**src/rtl/code_sequencer.sv**
```systemverilog
// Program store plus program counter with jump, halt/wrap and bounds-checked errors.
// Define CODE_SEQUENCER_PARITY_EN to store an even-parity bit per entry.
module code_sequencer #(
    parameter int CODE_WIDTH = 12,
    parameter int DEPTH      = 128,
    parameter int ADDR_W     = 32,
    parameter int WRAP       = 0
) (
    input  logic                  clk,
    input  logic                  reset,
    input  logic                  active,
    input  logic                  jump,
    input  logic [ADDR_W-1:0]     jump_line,
    input  logic                  is_write,
    input  logic [ADDR_W-1:0]     write_line,
    input  logic [CODE_WIDTH-1:0] write_data,
    output logic [CODE_WIDTH-1:0] code,
    output logic [ADDR_W-1:0]     code_index,
    output logic                  halted,
    output logic                  write_err,
    output logic                  jump_err,
    output logic                  parity_err
);

    localparam int IDX_W = (DEPTH > 1) ? $clog2(DEPTH) : 1;
    localparam logic [ADDR_W-1:0] DEPTH_A = ADDR_W'(DEPTH);
    localparam logic [ADDR_W-1:0] LAST_A  = ADDR_W'(DEPTH - 1);

`ifdef CODE_SEQUENCER_PARITY_EN
    localparam int EW = CODE_WIDTH + 1;
`else
    localparam int EW = CODE_WIDTH;
`endif

    typedef enum logic {
        RUN  = 1'b0,
        HALT = 1'b1
    } state_t;

    state_t            state_q, state_d;
    logic [ADDR_W-1:0] idx_q, idx_d;
    logic              jump_err_q, jump_err_d;
    logic              write_err_q, write_err_d;

    // Contents survive reset; only the power-up value is defined.
    logic [EW-1:0]     mem_q [DEPTH] = '{default: '0};

    logic              wr_ok;
    logic              jmp_ok;
    logic [EW-1:0]     wr_word;
    logic [EW-1:0]     rd_word;

    always_comb begin
        wr_ok  = is_write && (write_line < DEPTH_A);
        jmp_ok = jump_line < DEPTH_A;
`ifdef CODE_SEQUENCER_PARITY_EN
        wr_word = {^write_data, write_data};
`else
        wr_word = write_data;
`endif
    end

    always_comb begin
        state_d     = state_q;
        idx_d       = idx_q;
        jump_err_d  = 1'b0;
        write_err_d = is_write && !wr_ok;
        if (jump) begin
            if (jmp_ok) begin
                idx_d   = jump_line;
                state_d = RUN;
            end else begin
                jump_err_d = 1'b1;
            end
        end else if (active && state_q == RUN) begin
            if (idx_q == LAST_A) begin
                if (WRAP != 0) begin
                    idx_d = '0;
                end else begin
                    state_d = HALT;
                end
            end else begin
                idx_d = idx_q + ADDR_W'(1);
            end
        end
    end

    always_ff @(posedge clk or posedge reset) begin
        if (reset) begin
            state_q     <= RUN;
            idx_q       <= '0;
            jump_err_q  <= 1'b0;
            write_err_q <= 1'b0;
        end else begin
            state_q     <= state_d;
            idx_q       <= idx_d;
            jump_err_q  <= jump_err_d;
            write_err_q <= write_err_d;
        end
    end

    always_ff @(posedge clk) begin
        if (wr_ok) begin
            mem_q[write_line[IDX_W-1:0]] <= wr_word;
        end
    end

    assign rd_word    = mem_q[idx_q[IDX_W-1:0]];
    assign code       = rd_word[CODE_WIDTH-1:0];
    assign code_index = idx_q;
    assign halted     = (state_q == HALT);
    assign write_err  = write_err_q;
    assign jump_err   = jump_err_q;

`ifdef CODE_SEQUENCER_PARITY_EN
    assign parity_err = rd_word[CODE_WIDTH] != ^rd_word[CODE_WIDTH-1:0];
`else
    assign parity_err = 1'b0;
`endif

endmodule
```
**config.mk**
```make
export PLATFORM = sky130hd
export DESIGN_NAME = code_sequencer
export DESIGN_NICKNAME = d
export VERILOG_FILES = /design/src/rtl/code_sequencer.sv
export SDC_FILE = /design/constraint.sdc
export NUM_CORES = 2
export LEC_CHECK = 0
export CAP_MARGIN = 10
export CELL_PAD_IN_SITES_DETAIL_PLACEMENT = 1
export CELL_PAD_IN_SITES_GLOBAL_PLACEMENT = 2
export CORE_ASPECT_RATIO = 0.75
export CORE_UTILIZATION = 45
export CTS_BUF_LIST = sky130_fd_sc_hd__clkbuf_8
export CTS_CLUSTER_DIAMETER = 100
export CTS_CLUSTER_SIZE = 10
export DETAILED_ROUTE_END_ITERATION = 10
export HOLD_SLACK_MARGIN = 0.08
export MAX_ROUTING_LAYER = met4
export PLACE_DENSITY_LB_ADDON = 0.2
export SYNTH_ARGS = -nofsm -noshare
export SYNTH_HDL_FRONTEND = slang
export SYNTH_SLANG_ARGS = --single-unit
```
**constraint.sdc**
```tcl
create_clock -name clk -period 6.98 [get_ports clk]
set_input_delay 1.047 -clock clk [delete_from_list [all_inputs] [get_ports clk]]
set_output_delay 1.047 -clock clk [all_outputs]
set_load 0.02 [all_outputs]
```
== After elaboration in Yosys (flattened, before gate mapping) ==
Memories as Yosys holds them, arrays and structs flattened.
Cells that the tools add are included.
Cells by class
  add/subtract/negate cells: 1
  order comparisons: 2
  equality and inequality tests: 3
  mux-type cells: 12
  bitwise gates (word level): 1
  reductions and logical operators: 8
Operators by type and width (number)
  32-bit 2-to-1 mux: 4
  32-bit by 8-bit less-than comparator with 1-bit output (second input constant): 2
  32-bit by 1-bit adder with 32-bit output (second input constant): 1
  32-bit by 7-bit == test with 1-bit output (second input constant): 1
  1-bit 2-to-1 mux: 8
  3-bit AND reduction: 2
  2-bit nonzero test: 2
  1-bit logical AND: 3
  2-bit by 1-bit inequality test with 1-bit output (second input constant): 1
  2-bit inequality test (second input constant): 1
  1-bit zero test: 1
  1-bit NOT: 1
Word-level totals
  register bits: 35
  RAM bits: 1536
  input bits: 81
  output and inout port bits: 48
  word-level logic and storage cells: 32
  memories: 1
Memory list
  mem_q: depth 128, bits a word 12, rd ports 1, clocked after Yosys merged registers in 0, wr ports 1, RTL line 46  | logic [EW-1:0] mem_q [DEPTH] = '{default: '0};

== Logic depth before layout (Yosys ltp) ==
  depth after elaboration: 4
  depth in mapped cells: 11
  depth with buffers taken out: 6

== Worst setup path after synthesis ==
OpenSTA, ideal clock, no wires.
  path kind: reg-to-output
  start: register idx_q[2], in the netlist code_index[2]
  end: output port code[10]
  data arrival time: 2.372 ns
  required time: 5.933 ns
  slack: 3.561 ns
  cell stages (with the launch flop): 9
  path buffers: 3
  cell sequence: dfrtp_1 > buf_2 > buf_2 > buf_1 > mux4_2 > mux2i_1 > nor2_1 > or4_1 > o32a_1
On the way
  cells in the longest elaborated chain, start to end: 1
RTL lines
  start, declared: RTL line 41  | logic [ADDR_W-1:0] idx_q, idx_d;
  start signal, assigned: RTL line 96  | idx_q <= idx_d;
  memory 128 x 12 bit
  end, declared: RTL line 17  | output logic [CODE_WIDTH-1:0] code,
No other way between the ends.

== Worst setup path in the final report ==
  start: register idx_q[1], in the netlist code_index[1]
  end: output port code[11]
Same word-level chain as after synthesis.

==> results.yml <==
synthesis:
  synthArstFlopShare_pct: 2.23
  synthXorXnorAreaFrac_pct: 0
  syn_avg_cell_area_um2: 19.1
  synth-main-ff-cell: "edfxtp_1"
  yosysWarnings: 0
  synth_edf_count: 1536
  syn_inst: 3243
  synth.area.mux_share_pct: 13.6
  netlist_area_mm2: 0.0618
  ys_ff_latch: 1571
  yosys-top-cells-area: "edfxtp_1, mux4_2, mux2i_1"
  yosys.area_share.simple_pct: 3.23
  synthAdderAreaFrac_pct: 0.0202
  synth_top_family_by_area: "multiplexers"
  post-synth-top-count-cell: "edfxtp_1"
  syn_nets: 3325
  ys_types: 57
  synth_compound_gate_area_share_pct: 5.34
  synth.top_cell.area_share_pct: 74.6
  yosys-top-cells-count: "edfxtp_1, mux2i_1, a22oi_1"
  seq_area_frac_synth_pct: 76.0
  synth_area_leader_cell: "edfxtp_1"
sta:
  rsz0062_at_grt: "no"
  worstMarginPinSlew_ns: 1.29
  min_period_ns: 6.39
  slew_violations: 0
  finClkSkew_ns: 0.0163
  setup_viol: 0
  hold_ws_ns: 0.540
  hold_viol_final: 0
  slew-limit-headroom_pct: 14.0
  fmax_mhz: 156
  tns_ns: 0
  fin_crit_sh_pct: 91.6
detailed_routing:
  ant_nets: 0
  detailedRoute.firstIterationViolations: 4066
  drc: 0
  routed_via_density: 6.21
  vias: 33000
  totalWireLength_um: 176000
  wire_per_inst_um: 33.2
  first_pass_iters: 5
floorplanning:
  rows: 117
  start_util_pct: 45.5
  die_width_um: 430
  core_area_mm2: 0.136
  top_level_ports: 129
  die_h_um: 323
  fp.dieArea_mm2: 0.139
placed_design:
  port_buffers: 127
  gp_congestion: 0.943
  dp.final_hpwl_um: 110000
final_layout:
  final_layout_size_suffix_gt1_share_pct: 15.9
  fin_nets: 3568
  areaGrowthSynthToFinish_pct: 10.4
  postLayoutCoreUtil_pct: 50.2
clock_network:
  post_cts_buffers: 0
  clock_sinks: 1571
  cts_resized: 0
  cts_made_buffers: 175
  htreeDepth: 4
  cts_buffer_depth: 3
  clk_pin_slew_ns: 0.08
  root_buffer: "clkbuf_8"
  cts_tree: "done"
  insertion_delay_ns: 0.95
  cts_hold_buf: 0
global_route:
  antenna_found_initial: 15
  grt_max_degree: 116
  grt-ovfl-total: 0
  grt_pass1_vias: 33500
  grt_usage_pct: 26.1
  grt_first_pass_wirelength_um: 250000
worst_setup_path:
  required_ns: 5.93
  cp_max_fo: 65
  rr_worst_depth: 7
  endpoint_kind: "output pin"
  arrival_ns: 5.35
  critPathKind: "flop to output pin"
  startpoint_type: "flop"
pwr:
  ir_drop_mv: 0.219
  power.density_mw_per_mm2: 290
  p_leak_uw: 0.0220
hold_path:
  min_path_type: "input pin to asynchronous set/reset pin"
run_status:
  status: "finished clean"
flow_run:
  cap_viol_max_count: 0
final cells by class:
| type | count | area [um2] |
|---|---|---|
| Clock inverter | 31 | 176 |
| Fill cell | 12300 | 67700 |
| Multi-Input combinational cell | 1462 | 13800 |
| Sequential cell | 1571 | 47000 |
| Clock buffer | 179 | 2460 |
| Inverter | 10 | 37.5 |
| Timing Repair Buffer | 266 | 2520 |
| Tap cell | 1785 | 2230 |
| Antenna cell | 9 | 22.5 |
per-stage QoR:
| step | area [um2] | std cells | power [uW] | setup slack [ns] |
|---|---|---|---|---|
| after floorplan | 61800 | 3243 | 12900 | 3.56 |
| after detailed placement | 65300 | 5063 | 14500 | 1.60 |
| after CTS | 67900 | 5273 | 19900 | 0.554 |
| after global routing | 68300 | 5312 | 20400 | 0.543 |
| after global placement | 65100 | 5045 | 14500 | 1.60 |
| final | 68300 | 5313 | 19800 | 0.586 |
worst max-delay path, cell delays in order, from the launching register on:
cell	delay, ns
dfrtp_4	0.77
buf_12	0.33
nor2b_2	0.82
buf_4	0.41
a22oi_1	0.22
a21oi_1	0.69
o32a_1	0.34
clkdlybuf4s50_1	0.66
path summary, 6_finish.rpt:
kind	start	slack [ns]	endpoint
hold reg to reg	halted$_DFFE_PP0P_	0.55	halted$_DFFE_PP0P_
setup reg to reg	code_index[1]$_DFFE_PP0P_	2.87	code_index[15]$_DFFE_PP0P_
min in group clk	halted$_DFFE_PP0P_	0.55	halted$_DFFE_PP0P_
hold / removal	reset	0.54	code_index[15]$_DFFE_PP0P_
setup / recovery	code_index[1]$_DFFE_PP0P_	0.59	code[11]
max in group asynchronous	reset	6.00	code_index[1]$_DFFE_PP0P_
state kept, by name, summed over array words and instances (netlist names):
register    cells
halted          1
code_index     32
mem_q        1536
jump_err        1
write_err       1
layer usage:
| layer | part of all wire, % | GRT usage, % | wire, um | vias up |
|---|---|---|---|---|
| met4 | 2.1 | 6.47 | 3710 | 0 |
| met3 | 8.1 | 5.41 | 14200 | 205 |
| met5 | 0 | - | 0 | - |
| met1 | 45 | 38.5 | 79500 | 17800 |
| met2 | 45 | 37.0 | 78900 | 1285 |
| li1 | - | - | - | 13800 |
report_power, final:
group	total [uW]	switching (uW)	internal, uW
logic	3800	2410	1390
clock network	5480	3170	2310
registers	10500	151	10400
kinds of logic (layout without fill, tap and decap cells):
logic type               after synthesis  in the layout
AO/OA/AOI/OAI                        440            440
adder cells (fa/ha/maj)                1              1
buffers and inverters                210            486
flip-flops                          1571           1571
multiplexers                         601            601
other                                  1             10
AND/OR/NAND/NOR                      419            419
placed cells by master (no fill, tap or decap), types with 9 or more instances in the layout:
master / instances
inv_1: 29
clkbuf_8: 182
a41oi_1: 36
o32a_1: 13
a22o_1: 10
dfrtp_1: 32
nand4_1: 9
a22oi_1: 255
nor2b_1: 9
o211ai_1: 12
nor3_1: 23
a21oi_1: 32
mux2i_1: 409
nand2_1: 29
buf_4: 109
nand3_1: 114
o31ai_1: 15
o21ai_0: 15
clkdlybuf4s50_1: 114
nor4_1: 18
edfxtp_1: 1536
or4_1: 10
buf_6: 29
nor2_1: 160
a31oi_1: 10
diode_2: 9
mux4_2: 192
Note: power is estimated with default switching activity, not from simulation.
